[config.mk]
export PLATFORM = sky130hd
export DESIGN_NAME = spram_port_arbiter
export DESIGN_NICKNAME = d
export VERILOG_FILES = /design/src/rtl/spram_port_arbiter.sv
export SDC_FILE = /design/constraint.sdc
export NUM_CORES = 1
export LEC_CHECK = 0
export ABC_AREA = 1
export CORE_UTILIZATION = 32
export CTS_CLUSTER_SIZE = 40
export DETAILED_ROUTE_END_ITERATION = 16
export GPL_ROUTABILITY_DRIVEN = 0
export PLACE_DENSITY = 0.84
export SYNTH_ARGS = -nofsm -noshare
export SYNTH_HDL_FRONTEND = slang
export SYNTH_SLANG_ARGS = --single-unit
export TNS_END_PERCENT = 50
[constraint.sdc]
create_clock -name clk -period 2.2 [get_ports clk]
set_input_delay 0.44 -clock clk [delete_from_list [all_inputs] [get_ports clk]]
set_output_delay 0.44 -clock clk [all_outputs]
set_load 0.1 [all_outputs]
[src/rtl/spram_port_arbiter.sv]
// Round-robin arbiter sharing one SP256K SPRAM between two clients, each relocated into its own half.
// Optional grant/contention counters are enabled by defining SPRAM_ARB_STATS_EN.
module spram_port_arbiter #(
    parameter int PKT_WIDTH  = 16,
    parameter int ADDR_WIDTH = 14,
    parameter int PART_DEPTH = 8000
) (
    input  logic                  clk,
    input  logic                  rst_n,
    input  logic                  c0_req_i,
    input  logic                  c0_we_i,
    input  logic [ADDR_WIDTH-1:0] c0_addr_i,
    input  logic [PKT_WIDTH-1:0]  c0_wdata_i,
    output logic                  c0_gnt_o,
    output logic                  c0_rvalid_o,
    output logic [PKT_WIDTH-1:0]  c0_rdata_o,
    input  logic                  c1_req_i,
    input  logic                  c1_we_i,
    input  logic [ADDR_WIDTH-1:0] c1_addr_i,
    input  logic [PKT_WIDTH-1:0]  c1_wdata_i,
    output logic                  c1_gnt_o,
    output logic                  c1_rvalid_o,
    output logic [PKT_WIDTH-1:0]  c1_rdata_o,
    output logic                  spram_we_o,
    output logic [ADDR_WIDTH-1:0] spram_ad_o,
    output logic [PKT_WIDTH-1:0]  spram_di_o,
    input  logic [PKT_WIDTH-1:0]  spram_do_i,
`ifdef SPRAM_ARB_STATS_EN
    output logic [15:0]           gnt_cnt0_o,
    output logic [15:0]           gnt_cnt1_o,
    output logic [15:0]           contend_cnt_o,
`endif
    output logic                  error_o
);

    localparam logic [ADDR_WIDTH-1:0] PART_DEPTH_W = ADDR_WIDTH'(PART_DEPTH);

    if (PKT_WIDTH != 16) begin : g_bad_pkt
        $fatal(1, "spram_port_arbiter: PKT_WIDTH must be 16");
    end
    if (ADDR_WIDTH != 14) begin : g_bad_addr
        $fatal(1, "spram_port_arbiter: ADDR_WIDTH must be 14");
    end
    if (2 * PART_DEPTH > 16000) begin : g_bad_part
        $fatal(1, "spram_port_arbiter: 2*PART_DEPTH must be <= 16000");
    end

    logic                  prio_r;
    logic                  gnt0_s, gnt1_s;
    logic                  sel_we_s;
    logic [ADDR_WIDTH-1:0] sel_addr_s;
    logic [PKT_WIDTH-1:0]  sel_wdata_s;
    logic                  oor_s;
    logic                  rd_v1_r, rd_id1_r, rd_oor1_r;
    logic                  rvalid0_r, rvalid1_r;
    logic [PKT_WIDTH-1:0]  rdata0_r, rdata1_r;
    logic                  error_r;

    // Grant selection and mux of the winning client onto the SPRAM port
    always_comb begin
        gnt0_s      = 1'b0;
        gnt1_s      = 1'b0;
        sel_we_s    = 1'b0;
        sel_addr_s  = '0;
        sel_wdata_s = '0;
        if (c0_req_i && (!c1_req_i || !prio_r)) begin
            gnt0_s = 1'b1;
        end else if (c1_req_i) begin
            gnt1_s = 1'b1;
        end else begin
            gnt0_s = 1'b0;
        end
        if (gnt0_s) begin
            sel_we_s    = c0_we_i;
            sel_addr_s  = c0_addr_i;
            sel_wdata_s = c0_wdata_i;
        end else if (gnt1_s) begin
            sel_we_s    = c1_we_i;
            sel_addr_s  = c1_addr_i;
            sel_wdata_s = c1_wdata_i;
        end else begin
            sel_we_s    = 1'b0;
        end
    end

    // Out-of-range accesses are still granted so a bad client cannot deadlock the port
    assign oor_s      = (gnt0_s || gnt1_s) && (sel_addr_s >= PART_DEPTH_W);
    assign spram_we_o = sel_we_s && !oor_s;
    assign spram_ad_o = gnt1_s ? (sel_addr_s + PART_DEPTH_W) : sel_addr_s;
    assign spram_di_o = sel_wdata_s;
    assign c0_gnt_o   = gnt0_s;
    assign c1_gnt_o   = gnt1_s;

    // Priority toggle, two-stage read tag pipeline, returned data and sticky error
    always_ff @(posedge clk or negedge rst_n) begin
        if (!rst_n) begin
            prio_r    <= 1'b0;
            rd_v1_r   <= 1'b0;
            rd_id1_r  <= 1'b0;
            rd_oor1_r <= 1'b0;
            rvalid0_r <= 1'b0;
            rvalid1_r <= 1'b0;
            rdata0_r  <= '0;
            rdata1_r  <= '0;
            error_r   <= 1'b0;
        end else begin
            if (gnt0_s) begin
                prio_r <= 1'b1;
            end else if (gnt1_s) begin
                prio_r <= 1'b0;
            end else begin
                prio_r <= prio_r;
            end
            rd_v1_r   <= (gnt0_s || gnt1_s) && !sel_we_s;
            rd_id1_r  <= gnt1_s;
            rd_oor1_r <= oor_s;
            rvalid0_r <= rd_v1_r && !rd_id1_r;
            rvalid1_r <= rd_v1_r && rd_id1_r;
            if (rd_v1_r && !rd_id1_r) begin
                rdata0_r <= rd_oor1_r ? '0 : spram_do_i;
            end else begin
                rdata0_r <= rdata0_r;
            end
            if (rd_v1_r && rd_id1_r) begin
                rdata1_r <= rd_oor1_r ? '0 : spram_do_i;
            end else begin
                rdata1_r <= rdata1_r;
            end
            error_r <= error_r || oor_s;
        end
    end

    assign c0_rvalid_o = rvalid0_r;
    assign c1_rvalid_o = rvalid1_r;
    assign c0_rdata_o  = rdata0_r;
    assign c1_rdata_o  = rdata1_r;
    assign error_o     = error_r;

`ifdef SPRAM_ARB_STATS_EN
    logic [15:0] gnt_cnt0_r, gnt_cnt1_r, contend_cnt_r;

    // Saturating grant and contention counters
    always_ff @(posedge clk or negedge rst_n) begin
        if (!rst_n) begin
            gnt_cnt0_r    <= 16'd0;
            gnt_cnt1_r    <= 16'd0;
            contend_cnt_r <= 16'd0;
        end else begin
            if (gnt0_s && (gnt_cnt0_r != 16'hFFFF)) begin
                gnt_cnt0_r <= gnt_cnt0_r + 16'd1;
            end else begin
                gnt_cnt0_r <= gnt_cnt0_r;
            end
            if (gnt1_s && (gnt_cnt1_r != 16'hFFFF)) begin
                gnt_cnt1_r <= gnt_cnt1_r + 16'd1;
            end else begin
                gnt_cnt1_r <= gnt_cnt1_r;
            end
            if (c0_req_i && c1_req_i && (contend_cnt_r != 16'hFFFF)) begin
                contend_cnt_r <= contend_cnt_r + 16'd1;
            end else begin
                contend_cnt_r <= contend_cnt_r;
            end
        end
    end

    assign gnt_cnt0_o    = gnt_cnt0_r;
    assign gnt_cnt1_o    = gnt_cnt1_r;
    assign contend_cnt_o = contend_cnt_r;
`endif

endmodule

==> results.yml <==
outcome:
  status: "complete, but fails checks"
  failed_checks: "negative setup slack"
cts:
  holdBufCountCts: 0
  cts_tree: "yes"
  h-tree-depth: 2
  cts_root_buf: "clkbuf_8"
  insertion_delay_ns: 0.28
  clk_pin_slew_worst_paths_ns: 0.07
  numClockSinks: 39
  numCtsBuffers: 5
  clock_path_buffers: 2
pwr:
  p_total_w: 0.00450
  powerDensity_nw_per_um2: 968
  leakage_nw: 2.27
  vdd_drop_max_mv: 0.398
setup_path:
  start_kind: "primary input"
  cp-end-kind: "primary output"
  crit_required_ns: 1.76
  critPathArrivalTime_ns: 2.17
  crit_type: "primary input to primary output"
  path_max_fanout: 3
timing:
  fmax_mhz: 382
  setup_violations: 31
  skew_ns: 0.00358
  setup_ws_ns: -0.415
  worstMarginPinSlew_ns: 0.864
  hold_violations: 0
  slew_violations: 0
  layout_worst_path_cycle_share: 1.19
  finalCriticalPeriod_ns: 2.61
  slew-limit-headroom: 0.424
  rsz0062_at_grt: "true"
global_routing:
  antenna_found_initial: 0
  grt_overflow: 0
  grt_usage: 0.219
  grt_pass1_wl_um: 12400
  grt_pass1_vias: 2634
  grt_max_degree: 40
final_layout:
  fin_util: 0.712
  final_cell_area_um2: 4650
  finalNetCount: 518
  n_antenna_cell: 0
  area_delta_synth_final_pct: 109
  drive_gt1_frac: 0.417
route:
  finalWirelength_um: 8190
  vias: 2503
  drtPass1Iterations: 4
  routedWlPerCell_um: 16.0
  drc: 0
  post_drt_via_cell_ratio: 4.88
  drtIter0Drc: 88
  final_antenna_net_count: 0
floorplan:
  dieArea_um2: 7280
  fp.dieH_um: 85.3
  core_region_area_um2: 6530
  num_rows: 29
  die_w_um: 85.3
  io_pins: 150
  start_util: 0.340
synthesis:
  synth_top_area_share: 0.439
  synthTopCellsByArea: "dfrtp_1, nand2_1, a22o_1"
  yosys_warnings: 0
  synth-edff-count: 0
  synth_top_area_cell: "dfrtp_1"
  ys_seq_area_frac: 0.439
  ys_seq_elements: 39
  ys_types: 34
  netlist_area_um2: 2220
  ys_async_sr_fraction: 1.00
  syn-instance-count: 256
  syn_avg_cell_area_um2: 8.68
  ys_dominant_reg_cell: "dfrtp_1"
  syn-num-nets: 339
place:
  place_ws_ns: -0.704
  dp_hpwl_um: 6230
  place_area_um2: 4400
  io_buffers: 149
run:
  max_cap_viol_count: 0
worst_hold_path:
  holdCritPathClass: "primary input to async pin"
-- per-stage QoR --
step / setup TNS [ns] / cells / hold WS [ns]
after floorplan: -3.40 / 256 / 0.144
after global placement: -14.77 / 500 / 0.459
after detailed placement: -16.47 / 500 / 0.471
after CTS: -8.13 / 511 / 0.290
after global routing: -9.07 / 513 / 0.326
final: -6.93 / 513 / 0.265
-- flip-flops by register name, summed over array words and instances (netlist names) --
name         cells
error_o          1
rd_id1_r         1
rd_oor1_r        1
c0_rvalid_o      1
prio_r           1
rd_v1_r          1
c1_rdata_o      16
c1_rvalid_o      1
c0_rdata_o      16
-- cell type report --
type / count / area [um2]
Timing Repair Buffer: 183 / 2040
Fill cell: 453 / 1880
Multi-Input combinational cell: 170 / 1270
Sequential cell: 39 / 977
Inverter: 36 / 145
Tap cell: 77 / 96.3
Clock buffer: 6 / 82.6
Clock inverter: 2 / 35.0
-- synthesized netlist by cell type, types with 3 or more instances --
library cell,instances
a22o_1,22
buf_2,3
clkbuf_1,5
dfrtp_1,39
inv_1,30
inv_2,3
mux2_2,16
nand2_1,69
nand2_2,7
nand3_1,6
nand3_2,3
nor2_1,20
xor2_1,4
-- critical path, cell delays in order --
cell and delay, ns:
clkdlybuf4s50_1 0.47, nand2_4 0.11, nand2_2 0.07, ha_2 0.16, or2_4 0.24, nor2_4 0.15
nand3_2 0.12, nand2_2 0.08, nand2_2 0.07, clkinvlp_4 0.08, buf_12 0.16
-- metal layers --
layer,vias up,GRT usage,share of wire
met5,-,0,0
li1,1170,-,-
met4,0,0.0636,0.022
met2,129,0.402,0.52
met1,1186,0.243,0.37
met3,18,0.0700,0.086
-- cells in the final DEF (no fill, tap or decap), types with 2 or more instances in the layout --
cell type / count
a22o_1: 12
a22o_4: 9
buf_12: 35
buf_4: 63
buf_6: 3
clkbuf_8: 6
clkdlybuf4s50_1: 77
clkinv_2: 2
dfrtp_1: 38
dlygate4sd2_1: 2
inv_1: 29
inv_2: 3
mux2_2: 16
nand2_1: 62
nand2_2: 10
nand2_4: 5
nand2_8: 2
nand3_1: 4
nand3_2: 5
nor2_1: 19
nor2_4: 4
nor3_2: 2
o21ai_1: 2
o21ai_2: 2
o22ai_1: 2
xor2_4: 4
-- power breakdown --
part,switching (W),internal (W),leakage (nW)
Clock,0.000240,0.000367,0.0612
Sequential,0.0000999,0.000872,0.484
Combinational,0.00207,0.000859,1.73
-- logic make-up (layout without fill, tap and decap cells) --
logic type,after synthesis,after routing,synth area share
xor+xnor,4,4,0.0158
simple gates,117,117,0.251
flops,39,39,0.439
buf+inv,47,227,0.0907
fa+ha+maj,1,1,0.00563
mux,16,16,0.0811
compound gates,32,32,0.116
-- worst paths after layout --
check                                      end     startpoint  cells past startpoint  slack, ns
worst max-delay path            spram_ad_o[12]   c0_addr_i[7]                     11      -0.41
worst min-delay path             c1_rdata_o[9]          rst_n                      1       0.26
worst max register to register       rd_oor1_r         prio_r                     10       0.59
worst min register to register   c1_rdata_o[4]  c1_rdata_o[4]                      2       0.49
max in group asynchronous               prio_r          rst_n                      1       1.35
min in group clk                 c1_rdata_o[4]  c1_rdata_o[4]                      2       0.49
-- what timing repair did --
action                     4_1_cts  5_1_grt
pin swaps                        9        4
setup endpoints to repair       32       32
gates resized for setup         18        5
hold endpoints to repair         0        0
gates cloned                     1        0
setup buffers                    2        2
(Power assumes the default switching activity.)
